### src/rtl/arp_ctrl_pkg.sv
// Shared ARP controller definitions: frame type codes, broadcast address,
// FSM state encoding and counter sizing helper.
package arp_ctrl_pkg;

  localparam logic        ARP_REQ   = 1'b0;
  localparam logic        ARP_REPLY = 1'b1;
  localparam logic [47:0] BCAST_MAC = 48'hFFFF_FFFF_FFFF;

  typedef enum logic [1:0] {
    ST_IDLE       = 2'd0,
    ST_SEND       = 2'd1,
    ST_WAIT_TX    = 2'd2,
    ST_WAIT_REPLY = 2'd3
  } arp_state_e;

  // Bits needed to hold values 0..max_val without wrapping.
  function automatic int cnt_width(input int max_val);
    return (max_val < 2) ? 1 : $clog2(max_val + 1);
  endfunction

endpackage

### src/rtl/arp_cache.sv
// Single-entry ARP cache: overwritten by every received ARP frame,
// combinational lookup against the IP being resolved.
module arp_cache
  import arp_ctrl_pkg::*;
(
  input  logic        gmii_clk,
  input  logic        rst,
  input  logic        wr_en,
  input  logic [47:0] wr_mac,
  input  logic [31:0] wr_ip,
  input  logic [31:0] lookup_ip,
  output logic        hit,
  output logic        cache_valid,
  output logic [47:0] cache_mac,
  output logic [31:0] cache_ip
);

  always_ff @(posedge gmii_clk) begin
    if (rst) begin
      cache_valid <= 1'b0;
      cache_mac   <= '0;
      cache_ip    <= '0;
    end else if (wr_en) begin
      cache_valid <= 1'b1;
      cache_mac   <= wr_mac;
      cache_ip    <= wr_ip;
    end
  end

  assign hit = cache_valid && (cache_ip == lookup_ip);

endmodule

### src/rtl/arp_ctrl.sv
// ARP control FSM: answers incoming requests, resolves one IP at a time with
// timed retries, and keeps a single learned MAC/IP entry.
module arp_ctrl
  import arp_ctrl_pkg::*;
#(
  parameter int REQ_TIMEOUT = 125_000_000,
  parameter int MAX_TRY     = 3
) (
  input  logic        gmii_clk,
  input  logic        rst,
  input  logic        arp_rx_done,
  input  logic        arp_rx_type,
  input  logic [47:0] src_mac,
  input  logic [31:0] src_ip,
  input  logic        gmii_tx_done,
  input  logic        resolve_req,
  input  logic [31:0] resolve_ip,
  output logic        arp_tx_en,
  output logic        arp_tx_type,
  output logic [47:0] des_mac,
  output logic [31:0] des_ip,
  output logic        resolve_busy,
  output logic        resolve_done,
  output logic        resolve_fail,
  output logic        cache_valid,
  output logic [47:0] cache_mac,
  output logic [31:0] cache_ip
);

  localparam int TMO_W = cnt_width(REQ_TIMEOUT);
  localparam int TRY_W = cnt_width(MAX_TRY);
  localparam logic [TMO_W-1:0] TMO_LAST = TMO_W'(REQ_TIMEOUT - 1);
  localparam logic [TRY_W-1:0] TRY_MAX  = TRY_W'(MAX_TRY);

  arp_state_e       state_q, state_d;
  logic             reply_pend_q;
  logic             req_pend_q;
  logic [47:0]      rq_mac_q;
  logic [31:0]      rq_ip_q;
  logic [31:0]      target_ip_q;
  logic             busy_q;
  logic [TRY_W-1:0] try_q;
  logic [TMO_W-1:0] tmo_q;
  logic             tx_type_q;
  logic [47:0]      des_mac_q;
  logic [31:0]      des_ip_q;
  logic             done_q;
  logic             fail_q;

  logic             cache_hit;
  logic             rx_request;
  logic             reply_match;
  logic             accept;
  logic             hit_done;
  logic             send_reply;
  logic             send_req;
  logic             retry;
  logic             fail;
  logic             tmo_inc;

  arp_cache u_cache (
    .gmii_clk    (gmii_clk),
    .rst         (rst),
    .wr_en       (arp_rx_done),
    .wr_mac      (src_mac),
    .wr_ip       (src_ip),
    .lookup_ip   (resolve_ip),
    .hit         (cache_hit),
    .cache_valid (cache_valid),
    .cache_mac   (cache_mac),
    .cache_ip    (cache_ip)
  );

  assign rx_request  = arp_rx_done && (arp_rx_type == ARP_REQ);
  assign reply_match = arp_rx_done && (arp_rx_type == ARP_REPLY) && busy_q &&
                       (src_ip == target_ip_q);

  always_comb begin
    state_d    = state_q;
    accept     = 1'b0;
    hit_done   = 1'b0;
    send_reply = 1'b0;
    send_req   = 1'b0;
    retry      = 1'b0;
    fail       = 1'b0;
    tmo_inc    = 1'b0;
    case (state_q)
      ST_IDLE: begin
        if (resolve_req && !busy_q) begin
          if (cache_hit) hit_done = 1'b1;
          else           accept   = 1'b1;
        end
        // A pending reply goes first; an accepted request waits in req_pend.
        if (reply_pend_q) begin
          send_reply = 1'b1;
          state_d    = ST_SEND;
        end else if (accept) begin
          send_req = 1'b1;
          state_d  = ST_SEND;
        end
      end
      ST_SEND: begin
        state_d = ST_WAIT_TX;
      end
      ST_WAIT_TX: begin
        if (gmii_tx_done)
          state_d = (busy_q && !reply_match) ? ST_WAIT_REPLY : ST_IDLE;
      end
      ST_WAIT_REPLY: begin
        if (!busy_q || reply_match) begin
          state_d = ST_IDLE;
        end else if (reply_pend_q) begin
          // The dispatch cycle still counts; at the last count the timer
          // holds so the retry fires as soon as the detour returns.
          send_reply = 1'b1;
          state_d    = ST_SEND;
          tmo_inc    = (tmo_q != TMO_LAST);
        end else if (req_pend_q) begin
          send_req = 1'b1;
          state_d  = ST_SEND;
        end else if (tmo_q == TMO_LAST) begin
          if (try_q < TRY_MAX) begin
            retry    = 1'b1;
            send_req = 1'b1;
            state_d  = ST_SEND;
          end else begin
            fail    = 1'b1;
            state_d = ST_IDLE;
          end
        end else begin
          tmo_inc = 1'b1;
        end
      end
      default: state_d = ST_IDLE;
    endcase
  end

  always_ff @(posedge gmii_clk) begin
    if (rst) begin
      state_q      <= ST_IDLE;
      reply_pend_q <= 1'b0;
      req_pend_q   <= 1'b0;
      target_ip_q  <= '0;
      busy_q       <= 1'b0;
      try_q        <= '0;
      tmo_q        <= '0;
      tx_type_q    <= ARP_REQ;
      des_mac_q    <= '0;
      des_ip_q     <= '0;
      done_q       <= 1'b0;
      fail_q       <= 1'b0;
    end else begin
      state_q <= state_d;
      done_q  <= hit_done || reply_match;
      fail_q  <= fail;

      if (rx_request)
        reply_pend_q <= 1'b1;
      else if ((state_q == ST_SEND) && (tx_type_q == ARP_REPLY))
        reply_pend_q <= 1'b0;

      if (reply_match || fail)
        req_pend_q <= 1'b0;
      else if (accept && reply_pend_q)
        req_pend_q <= 1'b1;
      else if (send_req)
        req_pend_q <= 1'b0;

      if (accept)
        busy_q <= 1'b1;
      else if (reply_match || fail)
        busy_q <= 1'b0;

      if (accept)
        target_ip_q <= resolve_ip;

      if (accept)
        try_q <= TRY_W'(1);
      else if (retry)
        try_q <= try_q + TRY_W'(1);

      if (send_req)
        tmo_q <= '0;
      else if (tmo_inc)
        tmo_q <= tmo_q + TMO_W'(1);

      if (send_reply) begin
        tx_type_q <= ARP_REPLY;
        des_mac_q <= rq_mac_q;
        des_ip_q  <= rq_ip_q;
      end else if (send_req) begin
        tx_type_q <= ARP_REQ;
        des_mac_q <= BCAST_MAC;
        des_ip_q  <= accept ? resolve_ip : target_ip_q;
      end
    end
  end

  // Requester latch is pure data; only the reply_pend flag qualifies it.
  always_ff @(posedge gmii_clk) begin
    if (rx_request) begin
      rq_mac_q <= src_mac;
      rq_ip_q  <= src_ip;
    end
  end

  assign arp_tx_en    = (state_q == ST_SEND);
  assign arp_tx_type  = tx_type_q;
  assign des_mac      = des_mac_q;
  assign des_ip       = des_ip_q;
  assign resolve_busy = busy_q;
  assign resolve_done = done_q;
  assign resolve_fail = fail_q;

endmodule

### config.mk
export PLATFORM = sky130hd
export DESIGN_NAME = arp_ctrl
export DESIGN_NICKNAME = d
export VERILOG_FILES = /design/src/rtl/arp_ctrl_pkg.sv /design/src/rtl/arp_cache.sv /design/src/rtl/arp_ctrl.sv
export SDC_FILE = /design/constraint.sdc
export NUM_CORES = 1
export LEC_CHECK = 0
export BUFFER_PORTS_ARGS = -buffer_cell sky130_fd_sc_hd__buf_2
export CORE_UTILIZATION = 56
export CTS_BUF_LIST = sky130_fd_sc_hd__clkbuf_8
export CTS_CLUSTER_SIZE = 12
export DETAILED_ROUTE_END_ITERATION = 12
export GPL_ROUTABILITY_DRIVEN = 0
export PLACE_DENSITY = 0.84
export SLEW_MARGIN = 20
export SYNTH_ARGS = -nofsm -noshare
export SYNTH_HDL_FRONTEND = slang
export SYNTH_SLANG_ARGS = --single-unit
### constraint.sdc
create_clock -name gmii_clk -period 6.4 [get_ports gmii_clk]
set_input_delay 0.64 -clock gmii_clk [delete_from_list [all_inputs] [get_ports gmii_clk]]
set_output_delay 0.64 -clock gmii_clk [all_outputs]
set_load 0.02 [all_outputs]
==> impl_metrics.tcl <==
set metrics [dict create \
    outcome "finished clean" \
    rsz0062_at_grt "false" \
    syn-cell-area_mm2 0.01245 \
    multi_input_area_mm2 0.004975 \
    root_buffer "clkbuf_8" \
    clk_path_buf_depth 3 \
    cts_sinks 310 \
    final.setup.tns_ps 0 \
    min_path_cells 1 \
    p_per_area_mw_per_mm2 386.5 \
    hold_viol_final 0 \
    dieHeight_um 151.1 \
    numCtsBuffers 48 \
    viasPerCell 5.695 \
    drt_iter0_markers 739 \
    fillerInstances 1629 \
    slew_violations 0 \
    io_buffers 283 \
    fin_area_mm2 0.01495 \
    total_power_mw 5.778 \
    ff2ff_path_depth 9 \
    yosysSeqAreaShare_pct 56.26 \
    die_area_mm2 0.02284 \
    fin_crit_sh_pct 58.64 \
    ys_ff_latch 310 \
    ir_drop_mv 0.1882 \
    critPathArrivalTime_ps 4230 \
    end_kind "register" \
    intPower_mw 3.823 \
    hpwl_um 22560 \
    wire_per_inst_um 19.72 \
    fp.dieW_um 151.1 \
    area_delta_synth_final_pct 20.02 \
    cpPeakStageDelay_ps 800 \
    pwr-share-clk_pct 27.7 \
    pwr-share-seq_pct 43.4 \
    start_util_pct 57.06 \
    fin_crit_ps 3753 \
    p_sw_mw 1.955 \
    p_leak_nw 6.350 \
    ys_types 58 \
    ioPinCount 284 \
    grt_pass1_wl_um 50530 \
    row_count 54 \
    ant_nets 0 \
    final_cells 1694 \
    core_area_mm2 0.02182 \
    antenna_found_initial 2 \
    cp_top_family "compound AO/OA/AOI/OAI gates" \
    syn_area_per_cell_um2 11.29 \
    skew_ps 22.26 \
    drc_errors 0 \
    critPathMaxFanout 39 \
    cts_hold_buf 0 \
    crit_cells 8 \
    clkLatencyLatePin_ps 570 \
    path_cells "buf_4 -> nand4_1 -> or4_4 -> o31ai_4 -> a211o_2 -> buf_4 -> o211ai_1 -> a21oi_1" \
    grt_max_degree 85 \
    synth-edff-count 80 \
    grt_pass1_vias 9286 \
    tightest_slew_ps 990.3 \
    drt-total-wl_um 33410 \
    critPathKind "input port to register" \
    post-cts-setup-buffer-count 0 \
    detailed_place.area_mm2 0.01399 \
    overflow 0 \
    relSlewSlack_pct 33.98 \
    hold_path.class "input port to register" \
    yosysWarnings 0 \
    cpMostUsedCell "buf_4" \
    maxCapViolCount 0 \
    nets 1496 \
    globalRouteTotalUtil_pct 29.03 \
    sw_frac_of_total_pct 33.84 \
    async_reset_ff_share_pct 0 \
    setup_viol 0 \
    path_clk_slew_ps 60 \
    cpMaxStageDelayCell "o31ai_4" \
    cts_resized 0 \
    register_area_mm2 0.007007 \
    vias 9647 \
    comb_power_share_pct 28.8 \
    ys.flop_type "dfxtp_1" \
    final_common_cell "buf_2" \
    fmax_mhz 266.5 \
    syn-num-nets 1227 \
    critPathLaunchType "input port" \
    syn_inst 1103 \
    cts_tree "yes" \
    dp_cells 1602 \
    worstPathRequired_ps 6880 \
    crit_buf_inv 2 \
    final_cell_mix "281 x buf_2, 230 x dfxtp_1, 120 x nor2_1" \
    cts-htree-levels 2 \
    drive_gt1_share_pct 30.74 \
    firstDrtPassIters 5 \
]
[worst register-to-register path: stages (launching register included)]
cell and delay [ps]:
dfxtp_1 340, xnor2_1 320, nand4_1 150, nor3_1 640
a311o_1 280, buf_4 340, o21a_1 600, buf_4 390
nand2_2 380, nor2_1 230
[routing by layer]
layer,track usage (%),share of wire (%),up-vias
li1,-,-,4502
met1,37.18,39,4529
met2,45.48,47,514
met3,6.596,8.7,102
met4,16.05,5.0,0
met5,0,0,-
[stage by stage]
| stage | setup slack (ps) | util [%] | hold slack [ps] |
|---|---|---|---|
| after detailed placement | 2191 | 64.12 | 475.1 |
| after floorplan | 1338 | - | 468.9 |
| after global placement | 2280 | 64.12 | 466.7 |
| after global routing | 2466 | 68.49 | 240.4 |
| after CTS | 2756 | 68.45 | 238.0 |
| final | 2647 | 68.49 | 262.5 |
[kinds of logic after synthesis]
kind of cell	count (synthesis)	synth area share [%]
XOR/XNOR	91	6.400
adder cells (fa/ha/maj)	6	0.6028
buffers and inverters	117	4.019
AO/OA/AOI/OAI	169	11.56
multiplexers	114	9.475
flip-flops	310	56.26
AND/OR/NAND/NOR	296	11.67
[worst paths after layout]
path | slack (ps) | startpoint | endpoint
min | 260 | src_mac[32] | rq_mac_q[32]
min reg2reg | 490 | u_cache.cache_mac[7] | u_cache.cache_mac[7]
max | 2650 | arp_rx_done | des_ip[26]
max reg2reg | 2660 | u_cache.cache_ip[20] | tmo_q[0]
[area by class of cell]
| cell class | instances | share of cell area (%) |
|---|---|---|
| Antenna cell | 2 | 0.03348 |
| Multi-Input combinational cell | 676 | 33.28 |
| Inverter | 41 | 1.030 |
| Clock inverter | 34 | 1.164 |
| Clock buffer | 56 | 5.157 |
| Tap cell | 280 | 2.344 |
| Timing Repair Buffer | 295 | 10.11 |
| Sequential cell | 310 | 46.88 |
[cell usage after synthesis (all sizes together), types with 3 or more instances]
library cell  instances  area [um2]
nand3                 9       45.04
and2                 35       219.0
nor4                 10       68.81
and3                  6       37.54
edfxtp               80        2402
nor3                 27       135.1
inv                  41       153.9
mux2                 31       349.1
ha                    6       75.07
nand4                22       137.6
and4                  3       26.28
dfxtp               230        4604
nand2                48       182.7
o221a                48       540.5
a21oi                37       185.2
clkbuf               42       157.7
buf                  34       188.9
o211ai               62       465.5
mux2i                83       830.8
a211oi                3       32.53
xor2                 12       105.1
xnor2                79       691.9
nor2                120       450.4
[power groups by stage]
stage               clock network [mW]  registers, mW  logic, mW
floorplan                            0           2.79      0.862
global placement                     0           2.53       1.62
detailed placement                   0           2.54       1.65
CTS                               1.61           2.51       1.66
global route                      1.71           2.54       1.78
finish                            1.60           2.51       1.67
[sequential cells by signal, indices dropped and copies added, names as in the netlist, 27 cells and up]
name,flops
des_mac,48
rq_mac_q,48
u_cache.cache_mac,48
des_ip,32
rq_ip_q,32
target_ip_q,32
u_cache.cache_ip,32
tmo_q,27
Power figures use the tool's default switching activity.
